==> config.mk <==
export PLATFORM = sky130hd
export DESIGN_NAME = fir_decim_requant_flat
export DESIGN_NICKNAME = d
export VERILOG_FILES = /design/src/rtl/fir_pkg.sv /design/src/rtl/fir_decim_requant_if.sv /design/src/rtl/sync_fifo.sv /design/src/rtl/fir_decim_requant.sv /design/src/flat_wrapper.sv
export SDC_FILE = /design/constraint.sdc
export NUM_CORES = 1
export LEC_CHECK = 0
export CORE_AREA = 2 2 148 150
export DETAILED_ROUTE_END_ITERATION = 7
export DIE_AREA = 0 0 150 152
export PLACE_DENSITY = 0.6
export SLEW_MARGIN = 15
export SYNTH_ARGS = -nofsm -noshare
export SYNTH_HDL_FRONTEND = slang
export SYNTH_SLANG_ARGS = --single-unit
==> constraint.sdc <==
create_clock -name clk -period 5.75 [get_ports clk]
set_input_delay 1.4375 -clock clk [delete_from_list [all_inputs] [get_ports clk]]
set_output_delay 1.4375 -clock clk [all_outputs]
set_load 0.02 [all_outputs]
==> src/rtl/fir_pkg.sv <==
// rtl/fir_pkg.sv - shared sample widths and saturation helper for the FIR chain
package fir_pkg;
  localparam int FIR_IN_W  = 16;
  localparam int FIR_ACC_W = 32;
  localparam int OUT_W     = 16;

  localparam logic signed [FIR_ACC_W:0] SAT_MAX = (FIR_ACC_W+1)'(2**(OUT_W-1) - 1);
  localparam logic signed [FIR_ACC_W:0] SAT_MIN = (FIR_ACC_W+1)'(-(2**(OUT_W-1)));

  typedef struct packed {
    logic                    sat;
    logic signed [OUT_W-1:0] value;
  } sat_sample_t;

  function automatic sat_sample_t saturate(input logic signed [FIR_ACC_W:0] v);
    sat_sample_t r;
    r.sat   = 1'b0;
    r.value = v[OUT_W-1:0];
    if (v > SAT_MAX) begin
      r.sat   = 1'b1;
      r.value = {1'b0, {(OUT_W-1){1'b1}}};
    end else if (v < SAT_MIN) begin
      r.sat   = 1'b1;
      r.value = {1'b1, {(OUT_W-1){1'b0}}};
    end
    return r;
  endfunction
endpackage

==> src/rtl/fir_decim_requant_if.sv <==
// rtl/fir_decim_requant_if.sv - sample stream in, requantized stream out
interface fir_decim_requant_if;
  import fir_pkg::*;

  logic signed [FIR_ACC_W-1:0] data_in;
  logic                        in_valid;
  logic signed [OUT_W-1:0]     data_out;
  logic                        out_valid;
  logic                        out_ready;

  modport master (output data_in, in_valid, out_ready, input data_out, out_valid);
  modport slave  (input data_in, in_valid, out_ready, output data_out, out_valid);
endinterface

==> src/rtl/sync_fifo.sv <==
// rtl/sync_fifo.sv - single-clock FIFO; push while full is only taken alongside a pop
module sync_fifo #(
  parameter int WIDTH = 16,
  parameter int DEPTH = 8
) (
  input  logic                   clk,
  input  logic                   rst,
  input  logic                   push,
  input  logic [WIDTH-1:0]       din,
  input  logic                   pop,
  output logic [WIDTH-1:0]       dout,
  output logic                   full,
  output logic                   empty,
  output logic [$clog2(DEPTH):0] level
);
  localparam int AW = $clog2(DEPTH);

  logic [WIDTH-1:0] mem [DEPTH];
  logic [AW-1:0]    rd_ptr;
  logic [AW-1:0]    wr_ptr;
  logic             do_pop;
  logic             do_push;

  assign empty   = (level == '0);
  assign full    = (level == (AW+1)'(DEPTH));
  assign do_pop  = pop && !empty;
  assign do_push = push && (!full || do_pop);
  assign dout    = mem[rd_ptr];

  always_ff @(posedge clk) begin
    if (rst) begin
      rd_ptr <= '0;
      wr_ptr <= '0;
      level  <= '0;
    end else begin
      if (do_push) wr_ptr <= wr_ptr + AW'(1);
      if (do_pop)  rd_ptr <= rd_ptr + AW'(1);
      if (do_push && !do_pop)      level <= level + (AW+1)'(1);
      else if (do_pop && !do_push) level <= level - (AW+1)'(1);
    end
  end

  always_ff @(posedge clk) begin
    if (do_push) mem[wr_ptr] <= din;
  end
endmodule

==> src/rtl/fir_decim_requant.sv <==
// rtl/fir_decim_requant.sv - decimate, round, saturate to 16 bits and buffer FIR output
module fir_decim_requant
  import fir_pkg::*;
#(
  parameter int DECIM = 2,
  parameter int SHIFT = 15,
  parameter int DEPTH = 8
) (
  input  logic                   clk,
  input  logic                   rst,
  fir_decim_requant_if.slave     bus,
  output logic                   sat_pulse,
  output logic                   overflow,
  output logic [$clog2(DEPTH):0] level
);
  localparam int CW = (DECIM > 1) ? $clog2(DECIM) : 1;
  localparam logic signed [FIR_ACC_W:0] ROUND = (FIR_ACC_W+1)'(2**(SHIFT-1));

  logic [CW-1:0]             phase;
  logic                      accept;
  logic                      s1_valid;
  logic signed [FIR_ACC_W:0] s1_value;
  logic                      s2_valid;
  sat_sample_t               s2;
  logic                      fifo_full;
  logic                      fifo_empty;
  logic [OUT_W-1:0]          fifo_dout;
  logic                      pop;

  assign accept = bus.in_valid && (phase == '0);

  // Extra sign bit keeps the rounding add from wrapping near full scale.
  always_ff @(posedge clk) begin
    if (rst) begin
      phase    <= '0;
      s1_valid <= 1'b0;
      s1_value <= '0;
      s2_valid <= 1'b0;
      s2       <= '0;
      overflow <= 1'b0;
    end else begin
      if (bus.in_valid) phase <= (phase == CW'(DECIM-1)) ? '0 : phase + CW'(1);
      s1_valid <= accept;
      if (accept) s1_value <= ($signed({bus.data_in[FIR_ACC_W-1], bus.data_in}) + ROUND) >>> SHIFT;
      s2_valid <= s1_valid;
      if (s1_valid) s2 <= saturate(s1_value);
      if (s2_valid && fifo_full && !pop) overflow <= 1'b1;
    end
  end

  assign sat_pulse     = s2_valid && s2.sat;
  assign bus.out_valid = !fifo_empty;
  assign bus.data_out  = fifo_empty ? '0 : fifo_dout;
  assign pop           = bus.out_valid && bus.out_ready;

  sync_fifo #(.WIDTH(OUT_W), .DEPTH(DEPTH)) u_fifo (
    .clk   (clk),
    .rst   (rst),
    .push  (s2_valid),
    .din   (s2.value),
    .pop   (pop),
    .dout  (fifo_dout),
    .full  (fifo_full),
    .empty (fifo_empty),
    .level (level)
  );
endmodule

==> src/flat_wrapper.sv <==
// flat-port wrapper written by rule: the top's interface ports become plain ports
module fir_decim_requant_flat import fir_pkg::*;
#(
  parameter int DECIM = 2,
  parameter int SHIFT = 15,
  parameter int DEPTH = 8
)
  (clk, rst, sat_pulse, overflow, level, bus_data_in, bus_in_valid, bus_out_ready, bus_data_out, bus_out_valid);
  fir_decim_requant_if bus_i ();
  input  logic clk;
  input  logic rst;
  output logic sat_pulse;
  output logic overflow;
  output logic [$clog2(DEPTH):0] level;
  input wire logic [$bits(bus_i.data_in)-1:0] bus_data_in;
  input wire logic [$bits(bus_i.in_valid)-1:0] bus_in_valid;
  input wire logic [$bits(bus_i.out_ready)-1:0] bus_out_ready;
  output wire logic [$bits(bus_i.data_out)-1:0] bus_data_out;
  output wire logic [$bits(bus_i.out_valid)-1:0] bus_out_valid;
  assign bus_i.data_in = bus_data_in;
  assign bus_i.in_valid = bus_in_valid;
  assign bus_i.out_ready = bus_out_ready;
  assign bus_data_out = bus_i.data_out;
  assign bus_out_valid = bus_i.out_valid;
  fir_decim_requant #(.DECIM(DECIM), .SHIFT(SHIFT), .DEPTH(DEPTH)) u_core (.clk(clk), .rst(rst), .bus(bus_i), .sat_pulse(sat_pulse), .overflow(overflow), .level(level));
endmodule
==> run metrics <==
status complete, no violations; GRT Util Overall between 10% and 20%; die area approximately 23000 um2; CP Class flip-flop to primary output; share of layout cells above drive strength 1 15.6%; CP max FO 23; port buffer count 44; Crit Reg-Reg Endpoint u_core.u_fifo.level[3]; post-CTS sizing 0; post-route setup TNS 0 ns; routability cong. between 0.7 and 0.8; count of buffer and inverter cells on the critical path 2; drt via density around 4.8; worst rel slew slack 26.9%; WHS Path Cells 2; fin. max-slew vios 0; vias in the first global route between 4k and 5k; P&R area growth vs syn 18.0%; Yosys Warn Count 0; Initial Util between 30 and 40%; Worst Clk Skew 0.00520 ns; unrepaired setup endpoints after global routing no; Total Power between 0.003 and 0.004 W; DRT Wirelength roughly 13 mm; f_max 226 MHz; initial antenna violation count 0; first-pass GRT wire length 21.2 mm; Hold Path Sink u_core.s1_value[0]; Req. time, crit path about 4.3 ns; die height approximately 150 um; Rows 54; Final #Nets about 570; Unique masters post-synth 43; clock latency on the worst-skew pair ~0.42 ns; Hold Crit Start u_core.s1_value[0]; Yosys reg bits 180; Mapped Avg Cell Area 15.1 um2; maxcap violations 0; CTS Buffer Depth 2; LEAKAGE between 2 and 3 nW; synthesized area between 7000 and 8000 um2; Setup Buffers After CTS 0; core area ~21000 um2; DR pass1 iterations 5; Tmin final approximately 4.4 ns; I/O Pins just under 60; number of synthesized flops with an enable pin ~130; CP Cell Sequence buf_4 -> mux4_2 -> mux2i_1 -> nor2_1 -> clkdlybuf4s50_1; synth top area cells edfxtp_1 (53%), dfxtp_1 (14%), mux4_2 (9.9%), mux2i_1 (2.8%), nor2_1 (2.4%); Cells after Synth roughly 480; htree depth 4; Syn Nets 525; via count ~4.0k; antenna cells 0; asr flop ratio synth 0%; routed len/inst 16.5 um; Num CTS Buffers 17; slowest stage delay, CP between 0.8 and 0.9 ns; CP Launch Type flip-flop; Worst Hold Class flip-flop to flip-flop; top-count cell post-synth edfxtp_1; CTS tree yes; hold_buf cts 0; flip-flop cell with the highest count after synthesis edfxtp_1; slowest library cell on the worst path dfxtp_2; DP HPWL ~8.5 mm; Hold Vio Cnt, Final 0; Die W approximately 150 um; Worst Max-Slew Pin Slew roughly 1.1 ns; Worst VDD drop approximately 0.22 mV; Yosys top cell area share 52.9%; synth cell count leaders edfxtp_1 (128), dfxtp_1 (52), nor2_1 (47); crit path DAT 2.98 ns; period utilization roughly 77%; R2R depth 11; root buffer selected by CTS clkbuf_16; CTS sink count between 150 and 200; number of routed nets with antenna violations 0; CP delay by family, top buffers and inverters; initial DRC count between 100 and 150; P per Cell Area approximately 420 nW/um2; R2R Setup Slk 2.90 ns; DR DRC count 0; Congestion Overflow GR 0; largest net degree at the start of global routing 37; sequential-to-total area share from yosys stat about two thirds; area leader, netlist edfxtp_1; Setup Viol. Count Final 0; Crit. End Element primary output; Reg2Reg Launch Point u_core.u_fifo.level[0]; Worst-path clk slew approximately 0.060 ns
[power breakdown]
group / total, W / internal [W] / switching (W)
logic: 0.000911 / 0.000467 / 0.000444
registers: 0.00156 / 0.00144 / 0.000120
clock network: 0.00111 / 0.000640 / 0.000467
[worst reg2reg max path, cell delays in order, from the launching register on]
cell and delay (ns):
dfxtp_1 0.37, or3_4 0.46, nor2_8 0.30, inv_2 0.10, nand2_2 0.11, ha_1 0.17, inv_1 0.09, ha_1 0.33
a21oi_1 0.20, a211oi_1 0.10, a31oi_1 0.17, mux2_2 0.35
[cell families after synthesis]
kind of cell               share of synthesized area, %
AOI/OAI and AO/OA                                  5.09
muxes                                              12.8
buffers and inverters                              1.86
adders and majority gates                          1.31
DFF                                                67.2
xor gates and xnor gates                           2.17
and+or+nand+nor                                    9.55
[layer usage]
metal / vias to the layer above / routed length [um] / GRT usage (%) / part of all wire, %
met4: 0 / 181 / 4.31 / 1.3
met3: 14 / 437 / 2.55 / 3.2
met1: 1966 / 6110 / 15.6 / 45
met2: 65 / 6750 / 20.6 / 50
met5: - / 0 / 0 / 0
li1: 1913 / - / - / -
[worst max path at each step]
stage	start	to	slack, ns	depth (start not counted)
2_1_floorplan	bus_out_ready	u_core.u_fifo.mem[0][0]	2.31	4
3_3_place_gp	flip-flop	bus_data_out[10]	1.70	5
3_5_place_dp	flip-flop	bus_data_out[2]	1.68	5
4_1_cts	flip-flop	bus_data_out[2]	1.22	5
5_1_grt	flip-flop	bus_data_out[4]	1.08	5
6_report	flip-flop	bus_data_out[10]	1.33	5
[placed cells by master (no fill, tap or decap), types with 7 or more instances in the layout]
cell	instances
nor2_1	41
o21ai_0	27
nand2_1	10
mux2i_1	20
mux4_2	32
nand2b_1	22
xnor2_1	11
edfxtp_1	128
xor2_1	7
nor3_1	10
clkbuf_16	17
clkdlybuf4s50_1	44
nand3_1	11
dfxtp_1	50
a21oi_1	31
[per-stage QoR]
stage	instance area [um2]	cells	utilization [%]	worst slack, ns	hold WS, ns
5_1_grt	8580	817	40.2	1.08	0.501
3_3_place_gp	8010	785	37.5	1.70	0.450
4_1_cts	8580	817	40.2	1.22	0.466
6_report	8580	817	40.2	1.33	0.468
3_5_place_dp	8010	785	37.5	1.68	0.457
2_1_floorplan	7270	482	-	2.31	0.433
[sequential cells by signal, summed over array words and instances (netlist names), named ones only]
| name | count |
|---|---|
| u_core.phase | 1 |
| u_core.s1_value | 18 |
| u_core.s2 | 17 |
| u_core.u_fifo.mem | 128 |
| u_core.u_fifo.level | 4 |
| u_core.u_fifo.wr_ptr | 3 |
| u_core.overflow | 1 |
| u_core.s2_valid | 1 |
| u_core.s1_valid | 1 |
| u_core.u_fifo.rd_ptr | 3 |
[cell type report]
| cell class | instances | area, um2 |
|---|---|---|
| clock buffers | 20 | 437 |
| multi-input cells | 272 | 2290 |
| repair buffers | 48 | 470 |
| fillers | 2007 | 12800 |
| well taps | 280 | 350 |
| flip-flops and latches | 180 | 4890 |
| clock inverters | 12 | 129 |
| inverters | 5 | 18.8 |
No activity file was read; power rests on OpenSTA's default activity.
